<file path="src/rtl/pipeline_ctrl.sv">
// Hazard/stall controller for a 5-stage in-order pipeline: load-use bubbles, branch flushes, MDU hold, halt.
// Enables and zero controls are combinational from state and current inputs; state, MDU counter and stall count are registered.
module pipeline_ctrl #(
    parameter int MDU_CYCLES = 32,
    parameter int CNT_BITS   = 16
) (
    input  logic                clk,
    input  logic                rst_n,
    input  logic                id_valid,
    input  logic [4:0]          id_rs,
    input  logic [4:0]          id_rt,
    input  logic                id_use_rs,
    input  logic                id_use_rt,
    input  logic                id_mdu,
    input  logic                id_syscall,
    input  logic                ex_memread,
    input  logic                ex_valid,
    input  logic [4:0]          ex_rd,
    input  logic                ex_branch_taken,
    output logic                pc_en,
    output logic                if_id_load,
    output logic                if_id_zero,
    output logic                id_ex_zero,
    output logic                halted,
    output logic [CNT_BITS-1:0] stall_cnt
);

    typedef enum logic [1:0] {
        RUN      = 2'd0,
        MDU_WAIT = 2'd1,
        HALT     = 2'd2
    } state_t;

    localparam logic [7:0] MDU_LOAD = 8'(MDU_CYCLES - 1);

    state_t     state;
    state_t     state_nxt;
    logic [7:0] mdu_cnt;
    logic [7:0] mdu_cnt_nxt;
    logic       rs_hit;
    logic       rt_hit;
    logic       load_use;

    assign rs_hit   = id_use_rs && (id_rs == ex_rd);
    assign rt_hit   = id_use_rt && (id_rt == ex_rd);
    assign load_use = id_valid && ex_valid && ex_memread && (ex_rd != 5'd0) && (rs_hit || rt_hit);

    assign halted = (state == HALT);

    // Defaults are the flushed/frozen pattern, which is also what reset must show immediately.
    always_comb begin
        pc_en       = 1'b0;
        if_id_load  = 1'b0;
        if_id_zero  = 1'b1;
        id_ex_zero  = 1'b1;
        state_nxt   = state;
        mdu_cnt_nxt = mdu_cnt;
        if (rst_n) begin
            case (state)
                RUN: begin
                    if (ex_branch_taken) begin
                        pc_en = 1'b1;
                    end else if (load_use) begin
                        if_id_zero = 1'b0;
                    end else if (id_valid && id_syscall) begin
                        if_id_zero = 1'b0;
                        state_nxt  = HALT;
                    end else if (id_valid && id_mdu) begin
                        if_id_zero  = 1'b0;
                        mdu_cnt_nxt = MDU_LOAD;
                        state_nxt   = MDU_WAIT;
                    end else begin
                        pc_en      = 1'b1;
                        if_id_load = 1'b1;
                        if_id_zero = 1'b0;
                        id_ex_zero = 1'b0;
                    end
                end
                MDU_WAIT: begin
                    // EX holds a bubble here, so a taken-branch indication cannot be genuine.
                    if (mdu_cnt != 8'd0) begin
                        if_id_zero  = 1'b0;
                        mdu_cnt_nxt = mdu_cnt - 8'd1;
                    end else begin
                        pc_en      = 1'b1;
                        if_id_load = 1'b1;
                        if_id_zero = 1'b0;
                        id_ex_zero = 1'b0;
                        state_nxt  = RUN;
                    end
                end
                HALT: begin
                    state_nxt = HALT;
                end
                default: begin
                    state_nxt = RUN;
                end
            endcase
        end
    end

    always_ff @(posedge clk or negedge rst_n) begin
        if (!rst_n) begin
            state     <= RUN;
            mdu_cnt   <= 8'd0;
            stall_cnt <= '0;
        end else begin
            state   <= state_nxt;
            mdu_cnt <= mdu_cnt_nxt;
            if (!pc_en && (state != HALT) && (stall_cnt != {CNT_BITS{1'b1}}))
                stall_cnt <= stall_cnt + 1'b1;
        end
    end

endmodule

</file>
<file path="config.mk">
export PLATFORM = sky130hd
export DESIGN_NAME = pipeline_ctrl
export DESIGN_NICKNAME = d
export VERILOG_FILES = /design/src/rtl/pipeline_ctrl.sv
export SDC_FILE = /design/constraint.sdc
export NUM_CORES = 1
export LEC_CHECK = 0
export CORE_MARGIN = 1
export CORE_UTILIZATION = 25
export DETAILED_ROUTE_END_ITERATION = 7
export GPL_TIMING_DRIVEN = 0
export SYNTH_ARGS = -nofsm -noshare
export SYNTH_HDL_FRONTEND = slang
export SYNTH_SLANG_ARGS = --single-unit
</file>
<file path="constraint.sdc">
create_clock -name clk -period 5.3 [get_ports clk]
set_clock_uncertainty 0.2 [all_clocks]
set_input_delay 1.06 -clock clk [delete_from_list [all_inputs] [get_ports clk]]
set_output_delay 1.06 -clock clk [all_outputs]
set_load 0.1 [all_outputs]
</file>
==> metrics.md, run 1 <==
| Metric | Value |
|---|---|
| Placement Cell Area | `2180 sq um` |
| Seq/Total Area, Yosys | `0.396` |
| Vias in the first global route | `1450` |
| Synth warn | `0` |
| Metal-1 WL | `2.00 mm` |
| P per Cell Area | `447 nW/um^2` |
| Antenna diode count | `0` |
| Distinct cells, synth | `41` |
| Largest net degree at the start of global routing | `35` |
| Mapped Nets | `204` |
| Period utilisation layout | `0.960` |
| Type of the worst min-delay path | `flop to flop` |
| Area growth, synth to finish | `35.5%` |
| Yosys reg bits | `26` |
| EDFF count, synth | `0` |
| Die ar. | `6900 sq um` |
| Reg clk slew, reported paths | `0.08 ns` |
| Routed Antenna Nets | `0` |
| Worst setup path class | `primary input to primary output` |
| Via Count | `1448` |
| Clock Latency Late Sink | `0.26 ns` |
| Core area | `6350 sq um` |
| Pre-Repair DR Iteration Count | `4` |
| Max-slew violations | `0` |
| Tmin final | `5.09 ns` |
| Worst setup EP type | `primary output` |
| Fin area | `2230 sq um` |
| WHS | `0.293 ns` |
| Mean Syn Cell Area | `9.28 sq um` |
| # rows | `29` |
| Top Layer Used | `met4` |
| Placer Congestion | `0.830` |
| Met2 routed WL | `1.63 mm` |
| Dpl hpwl | `2.92 mm` |
| Fmax | `197 MHz` |
| Root Driver | `clkbuf_8` |
| Die span in y | `83.1 microns` |
| Worst Tran Pin Value | `0.986 ns` |
| Main synth FF type | `dfrtp_1` |
| Antenna violations before repair | `0` |
| Iteration-0 DRC count of the detailed router | `55` |
| Power Total | `995 uW` |
| Yosys top cell area share | `0.396` |
| Relative slew slack | `0.340` |
| Top post-synthesis cells by area | `dfrtp_1 40%, xnor2_1 12%, nand3_2 4.3%, nand4_1 4.2%, nor2_1 3.2%` |
| Final net count | `254` |
| Leakage power total | `0.864 nW` |
| Post-synthesis instance total | `177` |
| Number of H-tree levels | `1` |
| Max Cap Viol | `0` |
| Arrival @ worst endpoint | `3.83 ns` |
| Asr flop ratio synth | `1.00` |
| Met3 WL | `224 microns` |
| Wire per inst | `12.9 microns` |
| Post_cts resized | `0` |
| RSZ-0062 raised after global routing | `no` |
| CTS Buffer Depth | `2` |
| DRT Wirelength | `3.90 mm` |
| Most numerous cell in the Yosys netlist | `dfrtp_1` |
| Crit path launch type | `primary input` |
| # fillers | `657` |
| Post-CTS setup buffers | `0` |
| Clock sinks | `26` |
| Post-synth top cells | `26 x dfrtp_1, 23 x xnor2_1, 14 x nor2_1` |
| Status | `complete, no violations` |
| Total GRT Usage | `0.118` |
| Fin util | `0.351` |
| Final hold viol count | `0` |
| Setup violators final | `0` |
| Total gr overflow | `0` |
| CTS buffer count | `3` |
| CTS tree | `done` |
| Post-CTS Hold Fix Bufs | `0` |
| Fraction of layout cells with a size suffix above 1 | `0.0933` |
| Port Buffer Count | `45` |
| Number of vias per cell | `4.79` |
| I/O pins | `46` |
| Area leader, netlist | `dfrtp_1` |
| Global-route wire length before repair | `6.72 mm` |
| # DRC | `0` |
| Chip width | `83.1 microns` |
| Peak VDD IR | `409 uV` |
| Max FO, Critical Path | `3` |
| Starting density of the core | `0.259` |
| Critical path required time | `4.04 ns` |
| Post-Syn Area | `1640 sq um` |
per-layer routing:
metal,vias up,track usage
li1,727,-
met1,672,0.165
met2,44,0.181
met3,5,0.0268
met4,0,0.0329
met5,-,0
logic make-up (layout without fill, tap and decap cells):
kind of cell,after synthesis,in the layout,share of synthesized area
AOI/OAI and AO/OA,31,31,0.119
xor gates and xnor gates,25,25,0.133
adders and majority gates,2,2,0.0152
buffers and inverters,10,58,0.0289
DFF,26,26,0.396
muxes,1,1,0.00685
and+or+nand+nor,82,82,0.301
sequential cells by signal (all words and copies together) (netlist names):
register   flops
mdu_cnt        8
stall_cnt     16
state          2
area by class of cell:
class,instances,area [sq um],share of cell area
plain buffers,4,25.0,0.0112
clock buffers,3,41.3,0.0185
inverters,6,22.5,0.0101
multi-input cells,141,945,0.424
flip-flops and latches,26,651,0.292
well taps,77,96.3,0.0433
repair buffers,45,445,0.200
per-stage QoR:
| step | setup WS, ns | TNS (ns) | std cells |
|---|---|---|---|
| after floorplan | 0.911 | 0 | 177 |
| after global placement | -0.137 | -0.137 | 299 |
| after detailed placement | 0.227 | 0 | 299 |
| after CTS | 0.223 | 0 | 302 |
| after global routing | 0.0855 | 0 | 302 |
| final | 0.212 | 0 | 302 |
worst max-delay path, stage by stage:
cell,delay [ns]
clkdlybuf4s50_1,0.55
xnor2_1,0.14
nand4_1,0.11
o22ai_1,0.34
nand2_1,0.15
nand2b_1,0.13
nor2_1,0.06
o21ai_1,0.14
clkdlybuf4s50_1,1.16
cells in the final DEF (no fill, tap or decap), types with 5 or more instances in the layout:
cell type and instances:
clkdlybuf4s50_1 44, nand3_2 7, nor2_1 14, nand3_1 5, nand4_1 11, dfrtp_1 26, and3_1 7, nand2_1 13
inv_1 6, xnor2_1 23, a21oi_1 10, o21ai_0 6, a31oi_1 5
power breakdown:
part | internal (mW) | leakage [nW] | switching (mW)
Clock | 0.0509 | 0.0216 | 0.0582
Sequential | 0.246 | 0.327 | 0.0567
Combinational | 0.176 | 0.515 | 0.407
path summary, 6_finish.rpt:
| kind | from | endpoint | slack [ns] | cells after the start |
|---|---|---|---|---|
| max reg2reg | mdu_cnt[0] | stall_cnt[11] | 2.87 | 10 |
| min in group asynchronous | rst_n | mdu_cnt[3] | 0.63 | 1 |
| min | stall_cnt[15] | stall_cnt[15] | 0.29 | 1 |
| max | ex_rd[0] | id_ex_zero | 0.21 | 9 |
| min reg2reg | stall_cnt[15] | stall_cnt[15] | 0.29 | 1 |
| max in group asynchronous | rst_n | stall_cnt[15] | 3.81 | 1 |
(Power assumes the default switching activity.)
==> run 2, diff against run 1 <==
PLACE_DENSITY = 0.52   (was unset)
==> run 2 against run 1 <==
  * Die area unchanged
  * Utilization unchanged
  * Maximum frequency up 0.81%
  * Combinational power about the same
  * Via count down 0.76%
  * Non-clock buffer count unchanged
  * Power up 0.76%
  * Critical path depth unchanged
  * Setup slack better by 0.041 ns
  * Global-route usage up 0.57 points
  * Cell count unchanged
  * Critical endpoint unchanged
  * Largest cell class unchanged
  * Largest power group unchanged
==> metrics.md, run 2 (same netlist as run 1, synthesis figures left out) <==
| Metric | Value |
|---|---|
| Status | `complete, no violations (unchanged)` |
| Relative slew slack | `0.346 (was 0.340)` |
| Global-route wire length before repair | `7.00 mm (was 6.72 mm)` |
| Dpl hpwl | `2.98 mm (was 2.92 mm)` |
| Reg clk slew, reported paths | `0.10 ns (was 0.08 ns)` |
| Post-CTS Hold Fix Bufs | `0 (unchanged)` |
| Tmin final | `5.05 ns (was 5.09 ns)` |
| Max FO, Critical Path | `3 (unchanged)` |
| Most flops, register | `stall_cnt (unchanged)` |
| Antenna diode count | `0 (unchanged)` |
| P_int | `473 uW (about the same)` |
| Arrival @ worst endpoint | `3.79 ns (was 3.83 ns)` |
| Most frequent CP cell | `clkdlybuf4s50_1 (unchanged)` |
| Worst-path cell chain | `clkdlybuf4s50_1, xnor2_1, nand4_1, o22ai_1, nand2_1, nand2b_1, nor2_1, o21ai_1, clkdlybuf4s50_1 (unchanged)` |
| Type of the worst min-delay path | `flop to flop (unchanged)` |
| Slowest Stage Delay on Critical Path | `1.16 ns (about the same)` |
| Sw Share | `0.528 (was 0.525)` |
| Flop pwr share | `0.302 (was 0.304)` |
| Max Cap Viol | `0 (unchanged)` |
| Chip width | `83.1 microns (unchanged)` |
| Worst Tran Pin Value | `0.978 ns (was 0.986 ns)` |
| Core area | `6350 sq um (unchanged)` |
| Peak VDD IR | `486 uV (was 409 uV)` |
| Commonest non-fill, non-tap cell in the layout | `clkdlybuf4s50_1 (unchanged)` |
| Wire per inst | `13.4 microns (was 12.9 microns)` |
| Root Driver | `clkbuf_8 (unchanged)` |
| # DRC | `0 (unchanged)` |
| Combinational Power Share | `0.582 (was 0.586)` |
| # rows | `29 (unchanged)` |
| Leakage power total | `0.864 nW (unchanged)` |
| Iteration-0 DRC count of the detailed router | `109 (was 55)` |
| Non-filler cells, final | `302 (unchanged)` |
| CTS Buffer Depth | `2 (unchanged)` |
| Post-CTS setup buffers | `0 (unchanged)` |
| Placement Cell Area | `2180 sq um (unchanged)` |
| CTS buffer count | `3 (unchanged)` |
| CTS tree | `done (unchanged)` |
| Period utilisation layout | `0.952 (was 0.960)` |
| Area growth, synth to finish | `35.5% (unchanged)` |
| Final setup TNS | `0 ns (unchanged)` |
| Routed Antenna Nets | `0 (unchanged)` |
| Clock sinks | `26 (unchanged)` |
| Total GRT Usage | `0.123 (was 0.118)` |
| RSZ-0062 raised after global routing | `no (unchanged)` |
| Post_cts resized | `0 (unchanged)` |
| Port Buffer Count | `45 (unchanged)` |
| Power Total | `1.00 mW (was 995 uW)` |
| Fmax | `198 MHz (was 197 MHz)` |
| Slowest-stage cell, CP | `clkdlybuf4s50_1 (unchanged)` |
| Critical path required time | `4.04 ns (about the same)` |
| Sw power | `530 uW (was 522 uW)` |
| Largest registers | `stall_cnt (16), mdu_cnt (8), state (2) (unchanged)` |
| Starting density of the core | `0.259 (unchanged)` |
| Clock Latency Late Sink | `0.27 ns (was 0.26 ns)` |
| I/O pins | `46 (unchanged)` |
| Largest net degree at the start of global routing | `35 (unchanged)` |
| Final net count | `254 (unchanged)` |
| Final hold viol count | `0 (unchanged)` |
| Number of H-tree levels | `1 (unchanged)` |
| Clk pwr share | `0.116 (was 0.110)` |
| Pre-Repair DR Iteration Count | `4 (unchanged)` |
| Setup violators final | `0 (unchanged)` |
| Die ar. | `6900 sq um (unchanged)` |
| Max-slew violations | `0 (unchanged)` |
| Max reg flops | `16 (unchanged)` |
| Placed Cells | `299 (unchanged)` |
| Crit path launch type | `primary input (unchanged)` |
| WHS | `0.300 ns (was 0.293 ns)` |
| Worst setup EP type | `primary output (unchanged)` |
| Most frequent cells in the layout | `44 x clkdlybuf4s50_1, 26 x dfrtp_1, 23 x xnor2_1 (unchanged)` |
| Reg2Reg Setup Slack | `2.87 ns (about the same)` |
| Worst setup path class | `primary input to primary output (unchanged)` |
| Die span in y | `83.1 microns (unchanged)` |
| Vias in the first global route | `1431 (was 1450)` |
| Placer Congestion | `0.762 (was 0.830)` |
| Total gr overflow | `0 (unchanged)` |
| Number of vias per cell | `4.76 (was 4.79)` |
| Via Count | `1437 (was 1448)` |
| P per Cell Area | `450 nW/um^2 (was 447 nW/um^2)` |
| Antenna violations before repair | `0 (unchanged)` |
| Fin area | `2230 sq um (unchanged)` |
| DRT Wirelength | `4.03 mm (was 3.90 mm)` |
| Fraction of layout cells with a size suffix above 1 | `0.0933 (unchanged)` |
-- run 2: worst max-delay path, delay by kind of cell --
| family | cells | cell delay [ns] |
|---|---|---|
| buffers and inverters | 2 | 1.70 |
| and+or+nand+nor | 4 | 0.45 |
| AOI/OAI and AO/OA | 2 | 0.44 |
| xor gates and xnor gates | 1 | 0.13 |
-- run 2: metal layers --
| layer | track usage | vias up | wire length, microns |
|---|---|---|---|
| li1 | - | 726 | - |
| met1 | 0.166 | 675 | 1950 |
| met2 | 0.203 | 34 | 1840 |
| met3 | 0.0328 | 2 | 225 |
| met4 | 0.0188 | 0 | 16 |
| met5 | 0 | - | 0 |
-- run 2: final cells by class --
class	count	area, sq um
fill	647	4120
multi-input combinational	141	945
clock buffer	3	41.3
inverter	6	22.5
sequential	26	651
tap	77	96.3
buffer	4	25.0
timing repair buffer	45	445
-- run 2: power groups by stage --
stage	Combinational, mW	Clock, mW	Sequential, mW
finish	0.584	0.116	0.303
detailed placement	0.589	0	0.305
global route	0.623	0.127	0.313
CTS	0.590	0.121	0.303
floorplan	0.266	0	0.481
global placement	0.588	0	0.306
-- run 2: per-stage QoR --
| step | utilization | setup WS [ns] |
|---|---|---|
| after floorplan | - | 0.911 |
| after global placement | 0.345 | -0.204 |
| after detailed placement | 0.344 | 0.244 |
| after CTS | 0.351 | 0.239 |
| after global routing | 0.351 | 0.0614 |
| final | 0.351 | 0.254 |
-- run 2: path summary, 6_finish.rpt --
path	start	endpoint	cells after the start
hold / removal	mdu_cnt[3]	mdu_cnt[3]	1
setup reg to reg	mdu_cnt[0]	stall_cnt[11]	10
max in group asynchronous	rst_n	stall_cnt[1]	1
setup / recovery	ex_rd[2]	id_ex_zero	9
hold reg to reg	mdu_cnt[3]	mdu_cnt[3]	1
min in group asynchronous	rst_n	state[0]	1
==> run 3, diff against run 2 <==
CORE_UTILIZATION = 35   (was 25)
PLACE_DENSITY = 0.67   (was 0.52)
==> run 3 against run 2 <==
  * The run now ends with DRC left
  * Non-clock buffer count unchanged
  * Combinational power about the same
  * Wire length down 7.6%
  * Sequential power about the same
  * Cell count down 8.3%
  * Hold slack worse by 0.0050 ns
  * Clock power down 4%
  * Setup slack worse by 0.0028 ns
  * Register-to-register slack better by 0.04 ns
  * Utilization up 14 points
  * Via count down 0.90%
  * Global-route usage up 3.4 points
  * Highest routed layer unchanged
==> metrics.md, run 3 (same netlist as run 1, synthesis figures left out) <==
| Metric | Value |
|---|---|
| Status | `finished, violations left (was complete, no violations)` |
| Failing checks | `DRC` |
| Antenna violations before repair | `0 (unchanged)` |
| Worst r2r dst | `stall_cnt[9] (was stall_cnt[11])` |
| Fin area | `2190 sq um (was 2230 sq um)` |
| M3 GR Usage | `0.0390 (was 0.0328)` |
| Crit path launch type | `primary input (unchanged)` |
| Final setup TNS | `0 ns (unchanged)` |
| Iteration-0 DRC count of the detailed router | `61 (was 109)` |
| Max reg flops | `16 (unchanged)` |
| Worst setup path class | `primary input to primary output (unchanged)` |
| Most frequent CP cell | `clkdlybuf4s50_1 (unchanged)` |
| Global-route wire length before repair | `6.29 mm (was 7.00 mm)` |
| Tmin final | `5.05 ns (about the same)` |
| Most frequent cells in the layout | `44 x clkdlybuf4s50_1, 26 x dfrtp_1, 23 x xnor2_1 (unchanged)` |
| CP delay by family, top | `buffers and inverters (unchanged)` |
| Placement Cell Area | `2150 sq um (was 2180 sq um)` |
| R2R Path Start | `mdu_cnt[0] (unchanged)` |
| Die ar. | `4970 sq um (was 6900 sq um)` |
| Reg clk slew, reported paths | `0.08 ns (was 0.10 ns)` |
| GR met1 Demand/Resource | `0.197 (was 0.166)` |
| R2r worst-path depth | `10 (unchanged)` |
| P per Cell Area | `454 nW/um^2 (was 450 nW/um^2)` |
| Reg2Reg Setup Slack | `2.91 ns (was 2.87 ns)` |
| Post-CTS setup buffers | `0 (unchanged)` |
| Fmax | `198 MHz (about the same)` |
| Wire per inst | `13.4 microns (about the same)` |
| Fraction of layout cells with a size suffix above 1 | `0.0933 (unchanged)` |
| Total gr overflow | `0 (unchanged)` |
| Hold Path Sink | `stall_cnt[11] (was mdu_cnt[3])` |
| Starting density of the core | `0.370 (was 0.259)` |
| Commonest non-fill, non-tap cell in the layout | `clkdlybuf4s50_1 (unchanged)` |
| Total GRT Usage | `0.157 (was 0.123)` |
| Placer Congestion | `0.790 (was 0.762)` |
| HP Start | `stall_cnt[11] (was mdu_cnt[3])` |
| # rows | `24 (was 29)` |
| Power Total | `997 uW (was 1.00 mW)` |
| Post_cts resized | `0 (unchanged)` |
| I/O pins | `46 (unchanged)` |
| Root Driver | `clkbuf_8 (unchanged)` |
| Largest net degree at the start of global routing | `35 (unchanged)` |
| Max Cap Viol | `0 (unchanged)` |
| Dpl hpwl | `2.82 mm (was 2.98 mm)` |
| Vias in the first global route | `1403 (was 1431)` |
| Largest registers | `stall_cnt (16), mdu_cnt (8), state (2) (unchanged)` |
| Final hold viol count | `0 (unchanged)` |
| Busiest grt layer | `met2 (unchanged)` |
| CTS buffer count | `3 (unchanged)` |
| Die span in y | `70.5 microns (was 83.1 microns)` |
| # fillers | `429 (was 647)` |
| Core area | `4440 sq um (was 6350 sq um)` |
| Slowest Stage Delay on Critical Path | `1.16 ns (about the same)` |
| Antenna diode count | `0 (unchanged)` |
| Leakage power total | `0.864 nW (unchanged)` |
| Number of H-tree levels | `1 (unchanged)` |
| Type of the worst min-delay path | `flop to flop (unchanged)` |
| CTS Buffer Depth | `2 (unchanged)` |
| Final net count | `254 (unchanged)` |
| CP Buf/Inv Count | `2 (unchanged)` |
| Clock sinks | `26 (unchanged)` |
| Via Count | `1424 (was 1437)` |
| Period utilisation layout | `0.953 (was 0.952)` |
| Worst-path cell chain | `clkdlybuf4s50_1, xnor2_1, nand4_1, o22ai_1, nand2_1, nand2b_1, nor2_1, o21ai_1, clkdlybuf4s50_1 (unchanged)` |
| # DRC | `2 (was 0)` |
| Critical path required time | `4.04 ns (about the same)` |
| CTS tree | `done (unchanged)` |
| Fin util | `0.494 (was 0.351)` |
| Max FO, Critical Path | `3 (unchanged)` |
| Most flops, register | `stall_cnt (unchanged)` |
| Slowest-stage cell, CP | `clkdlybuf4s50_1 (unchanged)` |
| RSZ-0062 raised after global routing | `no (unchanged)` |
| Setup violators final | `0 (unchanged)` |
| Worst setup EP type | `primary output (unchanged)` |
| Routed Antenna Nets | `0 (unchanged)` |
| DRT Wirelength | `3.72 mm (was 4.03 mm)` |
| Max-slew violations | `0 (unchanged)` |
| Post-CTS Hold Fix Bufs | `0 (unchanged)` |
| Chip width | `70.5 microns (was 83.1 microns)` |
| Port Buffer Count | `45 (unchanged)` |
| Number of vias per cell | `5.14 (was 4.76)` |
| Relative slew slack | `0.349 (was 0.346)` |
| Arrival @ worst endpoint | `3.79 ns (about the same)` |
| Hold path cells | `1 (unchanged)` |
| Peak VDD IR | `472 uV (was 486 uV)` |
| Global Route met2 Usage | `0.282 (was 0.203)` |
| Pre-Repair DR Iteration Count | `7 (was 4)` |
| Worst Tran Pin Value | `0.974 ns (was 0.978 ns)` |
| Clock Latency Late Sink | `0.27 ns (about the same)` |
| Area growth, synth to finish | `33.6% (was 35.5%)` |
## run 3: cell counts in the layout (fill, tap and decap cells not counted)
No cell type changed its count.
## run 3: power by group
| part | switching, mW | total (mW) | internal [mW] |
|---|---|---|---|
| clock network | 0.0605 | 0.111 | 0.0509 |
| registers | 0.0561 | 0.302 | 0.246 |
| logic | 0.408 | 0.583 | 0.175 |
| total | 0.525 | 0.997 | 0.472 |
## run 3: through the flow
stage / hold slack, ns / setup WS [ns] / cells
final: 0.295 / 0.251 / 277
after global routing: 0.314 / 0.114 / 277
after CTS: 0.295 / 0.261 / 277
after global placement: 0.281 / -0.122 / 274
after detailed placement: 0.281 / 0.263 / 274
after floorplan: 0.251 / 0.911 / 177
## run 3: layer usage
metal | vias up | share of wire
li1 | 726 | -
met1 | 670 | 0.46
met2 | 24 | 0.49
met3 | 4 | 0.037
met4 | 0 | 0.0067
met5 | - | 0
## run 3: cell type report
class                           count  area [sq um]  share of cell area
Sequential cell                    26           651               0.296
Buffer                              4          25.0              0.0114
Timing Repair Buffer               45           445               0.203
Clock buffer                        3          41.3              0.0188
Inverter                            6          22.5              0.0103
Tap cell                           52          65.1              0.0296
Multi-Input combinational cell    141           945               0.430
## run 3: worst register-to-register path, cell delays in order, from the launching register on
cell and delay (ns):
dfrtp_1 0.38, inv_1 0.05, ha_1 0.21, or3b_1 0.23, and3b_1 0.23, nor2_1 0.24, nand4_1 0.18, nand2_4 0.15
buf_6 0.18, nand3_2 0.09, xnor2_1 0.13
## run 3: how the worst max path moves through the flow
stage | cells past startpoint | start | end | slack, ns
6_report | 9 | ex_rd[3] | id_ex_zero | 0.25
5_1_grt | 9 | ex_rd[4] | id_ex_zero | 0.11
4_1_cts | 9 | ex_rd[4] | id_ex_zero | 0.26
3_5_place_dp | 9 | ex_rd[4] | id_ex_zero | 0.26
3_3_place_gp | 4 | rst_n | pc_en | -0.12
2_1_floorplan | 7 | ex_rd[2] | id_ex_zero | 0.91
